--- src/rtl/adder_pkg.sv ---
// rtl/adder_pkg.sv - shared state encoding, default sizes and counter sizing for the serial adder
package adder_pkg;

   typedef enum logic [1:0] {
      ST_IDLE = 2'd0,
      ST_RUN  = 2'd1,
      ST_DONE = 2'd2
   } state_t;

   localparam int DEF_WIDTH = 8;
   localparam int DEF_DIGIT = 1;

   // A single-slice adder still needs a one-bit counter register.
   function automatic int cnt_width(input int n);
      return (n > 1) ? $clog2(n) : 1;
   endfunction

endpackage

--- src/rtl/digit_adder.sv ---
// rtl/digit_adder.sv - combinational DIGIT-bit slice adder with carry in and carry out
module digit_adder #(
   parameter int DIGIT = 1
) (
   input  logic [DIGIT-1:0] a,
   input  logic [DIGIT-1:0] b,
   input  logic             cin,
   output logic [DIGIT-1:0] s,
   output logic             cout
);

   logic [DIGIT:0] sum;

   assign sum  = {1'b0, a} + {1'b0, b} + {{DIGIT{1'b0}}, cin};
   assign s    = sum[DIGIT-1:0];
   assign cout = sum[DIGIT];

endmodule

--- src/rtl/serial_adder.sv ---
// rtl/serial_adder.sv - digit-serial add/subtract unit, one DIGIT-bit slice per cycle, LSB first
module serial_adder
   import adder_pkg::*;
#(
   parameter int WIDTH = DEF_WIDTH,
   parameter int DIGIT = DEF_DIGIT
) (
   input  logic             clk,
   input  logic             rst_n,
   input  logic             start,
   input  logic             sub,
   input  logic [WIDTH-1:0] A,
   input  logic [WIDTH-1:0] B,
   output logic [WIDTH:0]   F,
   output logic             overflow,
   output logic             busy,
   output logic             done
);

   localparam int N     = WIDTH / DIGIT;
   localparam int CNT_W = cnt_width(N);
   localparam logic [CNT_W-1:0] LAST = CNT_W'(N - 1);

   state_t           state_q, state_d;
   logic [WIDTH-1:0] a_q, a_d;
   logic [WIDTH-1:0] b_q, b_d;
   logic [WIDTH:0]   f_q, f_d;
   logic             carry_q, carry_d;
   logic             ovf_q, ovf_d;
   logic [CNT_W-1:0] cnt_q, cnt_d;

   logic [DIGIT-1:0] a_sl, b_sl, s_sl;
   logic             cout_sl;

   always_comb begin
      a_sl = '0;
      b_sl = '0;
      for (int i = 0; i < N; i++) begin
         if (cnt_q == CNT_W'(i)) begin
            a_sl = a_q[i*DIGIT +: DIGIT];
            b_sl = b_q[i*DIGIT +: DIGIT];
         end
      end
   end

   digit_adder #(
      .DIGIT(DIGIT)
   ) u_digit (
      .a   (a_sl),
      .b   (b_sl),
      .cin (carry_q),
      .s   (s_sl),
      .cout(cout_sl)
   );

   always_comb begin
      state_d = state_q;
      a_d     = a_q;
      b_d     = b_q;
      f_d     = f_q;
      carry_d = carry_q;
      ovf_d   = ovf_q;
      cnt_d   = cnt_q;
      unique case (state_q)
         ST_IDLE: begin
            if (start) begin
               a_d     = A;
               b_d     = sub ? ~B : B;
               carry_d = sub;
               cnt_d   = '0;
               ovf_d   = 1'b0;
               state_d = ST_RUN;
            end
         end
         ST_RUN: begin
            for (int i = 0; i < N; i++) begin
               if (cnt_q == CNT_W'(i)) begin
                  f_d[i*DIGIT +: DIGIT] = s_sl;
               end
            end
            carry_d = cout_sl;
            cnt_d   = cnt_q + CNT_W'(1);
            if (cnt_q == LAST) begin
               state_d    = ST_DONE;
               f_d[WIDTH] = cout_sl;
               // Same-sign operands giving an opposite-sign sum is exactly cin^cout at the MSB.
               ovf_d = (a_q[WIDTH-1] == b_q[WIDTH-1]) && (s_sl[DIGIT-1] != a_q[WIDTH-1]);
            end
         end
         ST_DONE: begin
            state_d = ST_IDLE;
         end
         default: begin
            state_d = ST_IDLE;
         end
      endcase
   end

   always_ff @(posedge clk or negedge rst_n) begin
      if (!rst_n) begin
         state_q <= ST_IDLE;
         a_q     <= '0;
         b_q     <= '0;
         f_q     <= '0;
         carry_q <= 1'b0;
         ovf_q   <= 1'b0;
         cnt_q   <= '0;
      end else begin
         state_q <= state_d;
         a_q     <= a_d;
         b_q     <= b_d;
         f_q     <= f_d;
         carry_q <= carry_d;
         ovf_q   <= ovf_d;
         cnt_q   <= cnt_d;
      end
   end

   assign F        = f_q;
   assign overflow = ovf_q;
   assign busy     = (state_q != ST_IDLE);
   assign done     = (state_q == ST_DONE);

endmodule

--- config.mk ---
export PLATFORM = sky130hd
export DESIGN_NAME = serial_adder
export DESIGN_NICKNAME = d
export VERILOG_FILES = /design/src/rtl/adder_pkg.sv /design/src/rtl/digit_adder.sv /design/src/rtl/serial_adder.sv
export SDC_FILE = /design/constraint.sdc
export NUM_CORES = 1
export LEC_CHECK = 0
export CORE_UTILIZATION = 52
export DETAILED_ROUTE_END_ITERATION = 10
export PLACE_DENSITY = 0.8
export SYNTH_ARGS = -nofsm -noshare
export SYNTH_HDL_FRONTEND = slang
export SYNTH_HIERARCHICAL = 1
export SYNTH_SLANG_ARGS = --single-unit
--- constraint.sdc ---
create_clock -name clk -period 4.64 [get_ports clk]
set_input_delay 0.696 -clock clk [delete_from_list [all_inputs] [get_ports clk]]
set_output_delay 0.696 -clock clk [all_outputs]
set_load 0.01 [all_outputs]
==> flow_summary.json, run 1 <==
{
  "hp-class": "register to register",
  "viasPerCell": 5.171,
  "post_cts_buffers": 0,
  "synth_top_area_cell": "dfrtp_1",
  "n_antenna_cell": 0,
  "synthTopCellsByArea": "dfrtp_1 (48%), nand2_1 (9.3%), mux2_2 (6.1%), ha_1 (4.5%), o21ai_0 (3.9%)",
  "grt_max_degree": 33,
  "clock.fmax_mhz": 334.8,
  "synth_top_area_share_pct": 48.27,
  "drive_gt1_share_pct": 9.901,
  "cts_buffer_depth": 2,
  "ant_nets": 0,
  "die_h_um": 58.49,
  "clkSlewWorstSetupHoldPaths_ps": 110,
  "fin_ws_ps": 1653,
  "placed_area_mm2": 0.001971,
  "mostFrequentLayoutCell": "nand2_1",
  "first_pass_iters": 4,
  "skew_ps": 17.31,
  "async_flop_share_pct": 100.0,
  "num_rows": 20,
  "grt-ovfl-total": 0,
  "rsz0062_at_grt": "no",
  "ios": 32,
  "max_slew_margin_pct": 48.91,
  "syn_nets": 200,
  "ys.flop_type": "dfrtp_1",
  "startpoint_type": "register",
  "cts_tree": "done",
  "cts_resized": 0,
  "track_usage_pct": 23.83,
  "yosys_warnings": 6,
  "fin_setup_tns_ps": 0,
  "synth_cell_types": 29,
  "ir_worst_vdd_v": 0.0003395,
  "grt_pass1_vias": 1287,
  "crit_path_end_kind": "register",
  "final_cell_mix": "nand2_1 (41), dfrtp_1 (32), clkdlybuf4s50_1 (31), o21ai_0 (13), mux2_2 (9)",
  "syn-mean-instance-area_um2": 9.590,
  "clock_sinks": 32,
  "grt_pass1_wl_mm": 5.878,
  "netlist_instances": 173,
  "crit_type": "register to register",
  "antenna_found_initial": 0,
  "stdcell_area_mm2": 0.002032,
  "slowest_stage": "dfrtp_1",
  "cp_slowest_stage_delay_ps": 660,
  "hold_viol": 0,
  "dieArea_mm2": 0.003421,
  "cp_max_fo": 14,
  "gp_congestion": 0.8875,
  "drv_cap": 0,
  "avgRoutedWirePerCell_um": 14.13,
  "h-tree-depth": 2,
  "slew_viol_final": 0,
  "period_share_pct": 64.38,
  "die_w_um": 58.49,
  "synth-seq-cells": 32,
  "netlist_area_mm2": 0.001659,
  "root_buffer": "clkbuf_4",
  "area_growth_pct": 22.47,
  "synth-edff-count": 0,
  "start_util_pct": 54.79,
  "clock_latency_ps": 340,
  "drt-total-wl_mm": 3.476,
  "required_ps": 4860,
  "finalSetupViolations": 0,
  "first_iter_violations": 39,
  "dp_hpwl_mm": 2.465,
  "core_mm2": 0.003028,
  "post-route-min-period_ps": 2987,
  "post-place-ws_ps": 1696,
  "synth_seq_area_share_pct": 48.27,
  "cts_hold_buf": 0,
  "path_cells": "inv_1 -> ha_1 -> nor2b_1 -> a2111oi_4 -> o22ai_1 -> a31oi_1 -> fa_1 -> mux2_2",
  "p_per_area_mw_per_mm2": 684.3,
  "numCtsBuffers": 5,
  "vias": 1272,
  "p_leak_uw": 0.0009202,
  "outcome": "completed",
  "tightest_slew_ps": 764.5,
  "drc": 0,
  "port_buffers": 31,
  "finalNetCount": 228,
  "crit_arrival_ps": 3210
}
[cell families after synthesis]
logic type | count (synthesis) | synth area share (%)
xor+xnor | 8 | 4.223
flops | 32 | 48.27
simple gates | 65 | 17.50
buf+inv | 19 | 5.505
fa+ha+maj | 7 | 5.731
compound gates | 33 | 12.67
mux | 9 | 6.109
[Yosys cell counts (4+ instances only)]
cell	count
dfrtp_1	32
nand3_1	7
buf_2	4
a21oi_1	8
a31oi_1	4
mux2_2	9
xnor2_1	6
nor2b_1	5
ha_1	6
inv_1	8
o21ai_0	13
nor2_1	8
nand2_1	41
[flip-flops by register name, indices dropped and copies added (netlist names)]
signal and count:
F 9, b_q 8, a_q 8, state_q 2, cnt_q 3, overflow 1, carry_q 1
[path summary, 6_finish.rpt]
| kind | start | endpoint | slack (ps) | cells past startpoint |
|---|---|---|---|---|
| max in group asynchronous | rst_n | b_q[2] | 3590 | 2 |
| min in group asynchronous | rst_n | a_q[5] | 740 | 2 |
| setup / recovery | cnt_q[2] | F[3] | 1650 | 8 |
| hold reg to reg | b_q[2] | b_q[2] | 490 | 2 |
| setup reg to reg | cnt_q[2] | F[3] | 1650 | 8 |
| hold / removal | b_q[2] | b_q[2] | 490 | 2 |
[metrics by stage]
step	instances	hold WS [ps]	utilization, %	power, µW
CTS	246	497.8	67.11	1403
global placement	238	466.3	65.08	1203
finish	246	490.7	67.11	1390
global route	246	524.7	67.11	1517
floorplan	173	400.4	-	1001
detailed placement	238	477.4	65.08	1233
[metal layers]
layer  GRT usage [%]  part of all wire (%)  vias up
li1                -                     -      628
met1           29.80                    44      617
met2           39.41                    51       25
met3           6.593                   3.9        2
met4           9.184                  0.89        0
met5               0                     0        -
[worst max-delay path, delay by kind of cell (launching register included)]
kind / cells / cell delay (ps)
AO/OA/AOI/OAI: 3 / 620
adder cells (fa/ha/maj): 2 / 880
buffers and inverters: 1 / 190
flip-flops: 1 / 660
AND/OR/NAND/NOR: 1 / 190
multiplexers: 1 / 330
[report_power, final]
group          internal (µW)  switching [µW]
Combinational            330             380
Clock                   72.1            98.6
Sequential               412            97.5
[final cells by class]
cell class                      instances  area, µm²
Fill cell                             260      996.0
Inverter                                8      30.03
Multi-Input combinational cell        122      767.0
Tap cell                               44      55.05
Timing Repair Buffer                   32      317.8
Sequential cell                        32      800.8
Clock inverter                          2      10.01
Clock buffer                            6      51.30
Note: power is estimated with default switching activity, not from simulation.
==> run 2: changes to the inputs <==
--- a/config.mk
+++ b/config.mk
@@ -5,9 +5,9 @@
 export SDC_FILE = /design/constraint.sdc
 export NUM_CORES = 1
 export LEC_CHECK = 0
-export CORE_UTILIZATION = 52
+export CORE_UTILIZATION = 51
 export DETAILED_ROUTE_END_ITERATION = 10
-export PLACE_DENSITY = 0.8
+export PLACE_DENSITY = 0.79
 export SYNTH_ARGS = -nofsm -noshare
 export SYNTH_HDL_FRONTEND = slang
 export SYNTH_HIERARCHICAL = 1
==> constraint.sdc (replaced) <==
create_clock -name clk -period 2.75 [get_ports clk]
set_input_delay 0.4125 -clock clk [delete_from_list [all_inputs] [get_ports clk]]
set_output_delay 0.4125 -clock clk [all_outputs]
set_load 0.01 [all_outputs]
==> flow_summary.json, run 2 (synthesis gave the netlist of run 1 again) <==
{
  "outcome": "completed",
  "required_ps": 2970,
  "dp_hpwl_mm": 2.487,
  "antenna_found_initial": 0,
  "grt_pass1_vias": 1232,
  "gp_congestion": 0.9222,
  "start_util_pct": 53.90,
  "n_antenna_cell": 0,
  "largest_reg_flops": 9,
  "p_per_area_mw_per_mm2": 1247,
  "slew_viol_final": 0,
  "vias": 1339,
  "core_mm2": 0.003078,
  "wl_met3_um": 221,
  "root_buffer": "clkbuf_4",
  "avgRoutedWirePerCell_um": 14.24,
  "crit_start": "cnt_q[1]",
  "hold_viol": 0,
  "r2r_start": "cnt_q[1]",
  "clkSlewWorstSetupHoldPaths_ps": 100,
  "fin_setup_tns_ps": 0,
  "period_share_pct": 97.45,
  "cts_buffer_depth": 2,
  "port_buffers": 31,
  "ir_worst_vdd_v": 0.0006508,
  "cts_tree": "done",
  "final_cell_mix": "nand2_1 (41), dfrtp_1 (31), clkdlybuf4s50_1 (31), o21ai_0 (13)",
  "cp_max_fo": 8,
  "ant_nets": 0,
  "drive_gt1_share_pct": 18.10,
  "ios": 32,
  "clock_sinks": 32,
  "die_w_um": 59.04,
  "post-route-min-period_ps": 2680,
  "h-tree-depth": 2,
  "drc": 0,
  "dr_wl_met2_mm": 1.802,
  "viasPerCell": 5.272,
  "first_iter_violations": 80,
  "hp-class": "primary input to async pin",
  "drv_cap": 0,
  "grt_pass1_wl_mm": 5.671,
  "fillCellCount": 237,
  "first_pass_iters": 4,
  "area_growth_pct": 30.39,
  "crit_path_end_kind": "register",
  "skew_ps": 6.598,
  "mostFrequentLayoutCell": "nand2_1",
  "clock_latency_ps": 330,
  "crit_arrival_ps": 2900,
  "grt_max_degree": 33,
  "dieArea_mm2": 0.003485,
  "finalNetCount": 236,
  "die_h_um": 59.04,
  "tightest_slew_ps": 721.6,
  "p_leak_uw": 0.0009530,
  "met1_length_mm": 1.508,
  "startpoint_type": "register",
  "post-route-util_pct": 70.28,
  "drt-total-wl_mm": 3.617,
  "num_rows": 20,
  "track_usage_pct": 22.80,
  "hold_ws_ps": 463.2,
  "clock.fmax_mhz": 373.1,
  "finalSetupViolations": 0,
  "crit_type": "register to register",
  "highest_layer": "met4",
  "max_slew_margin_pct": 51.78,
  "grt-ovfl-total": 0,
  "numCtsBuffers": 5
}
## run 2: worst paths after layout
check                           end  slack, ps  cells past startpoint
max                            F[3]         70                      9
min                          a_q[6]        460                      2
max reg2reg                    F[3]         70                      9
min reg2reg                  a_q[1]        490                      2
max in group asynchronous  cnt_q[0]       1970                      2
min in group clk             a_q[1]        490                      2
## run 2: final cells by class
cell class / count / area (µm²) / area share (%)
multi-input cells: 122 / 839.6 / 38.81
flip-flops and latches: 32 / 802.0 / 37.07
repair buffers: 40 / 377.9 / 17.47
clock buffers: 8 / 58.81 / 2.718
well taps: 44 / 55.05 / 2.545
inverters: 8 / 30.03 / 1.388
## run 2: layer usage
layer	up-vias	GRT usage (%)
met5	-	0
met4	0	13.27
met3	12	5.677
met2	53	36.36
met1	630	28.16
li1	644	-
## run 2: critical path, cell delays in order, from the launching register on
cell and delay [ps]:
dfrtp_1 450, inv_2 100, ha_4 200, nand3b_1 210
a2111oi_4 400, o22ai_2 120, a21oi_2 170, fa_2 500
buf_4 180, mux2_2 250
## run 2: timing repair
item | in CTS | in global routing
pin swaps | 0 | 6
hold buffers | 0 | 0
endpoints found under the setup margin | 9 | 9
hold endpoints to repair | 0 | 0
resized for setup | 2 | 16
buffers inserted | 0 | 5
## run 2: report_power, final
| part | total, µW | internal (µW) | switching (µW) | leakage (µW) |
|---|---|---|---|---|
| registers | 856 | 697 | 159 | 0.000396 |
| logic | 1570 | 780 | 786 | 0.000525 |
| clock network | 276 | 126 | 150 | 0.0000326 |
## run 2: stage by stage
stage / total power, µW / setup slack [ps] / cells / instance area [µm²]
after floorplan: 1688 / 128.1 / 173 / 1659
after global placement: 2043 / 62.40 / 241 / 1993
after detailed placement: 2115 / -95.12 / 241 / 1993
after CTS: 2407 / 8.039 / 249 / 2057
after global routing: 2914 / -69.83 / 254 / 2163
final: 2698 / 70.09 / 254 / 2163
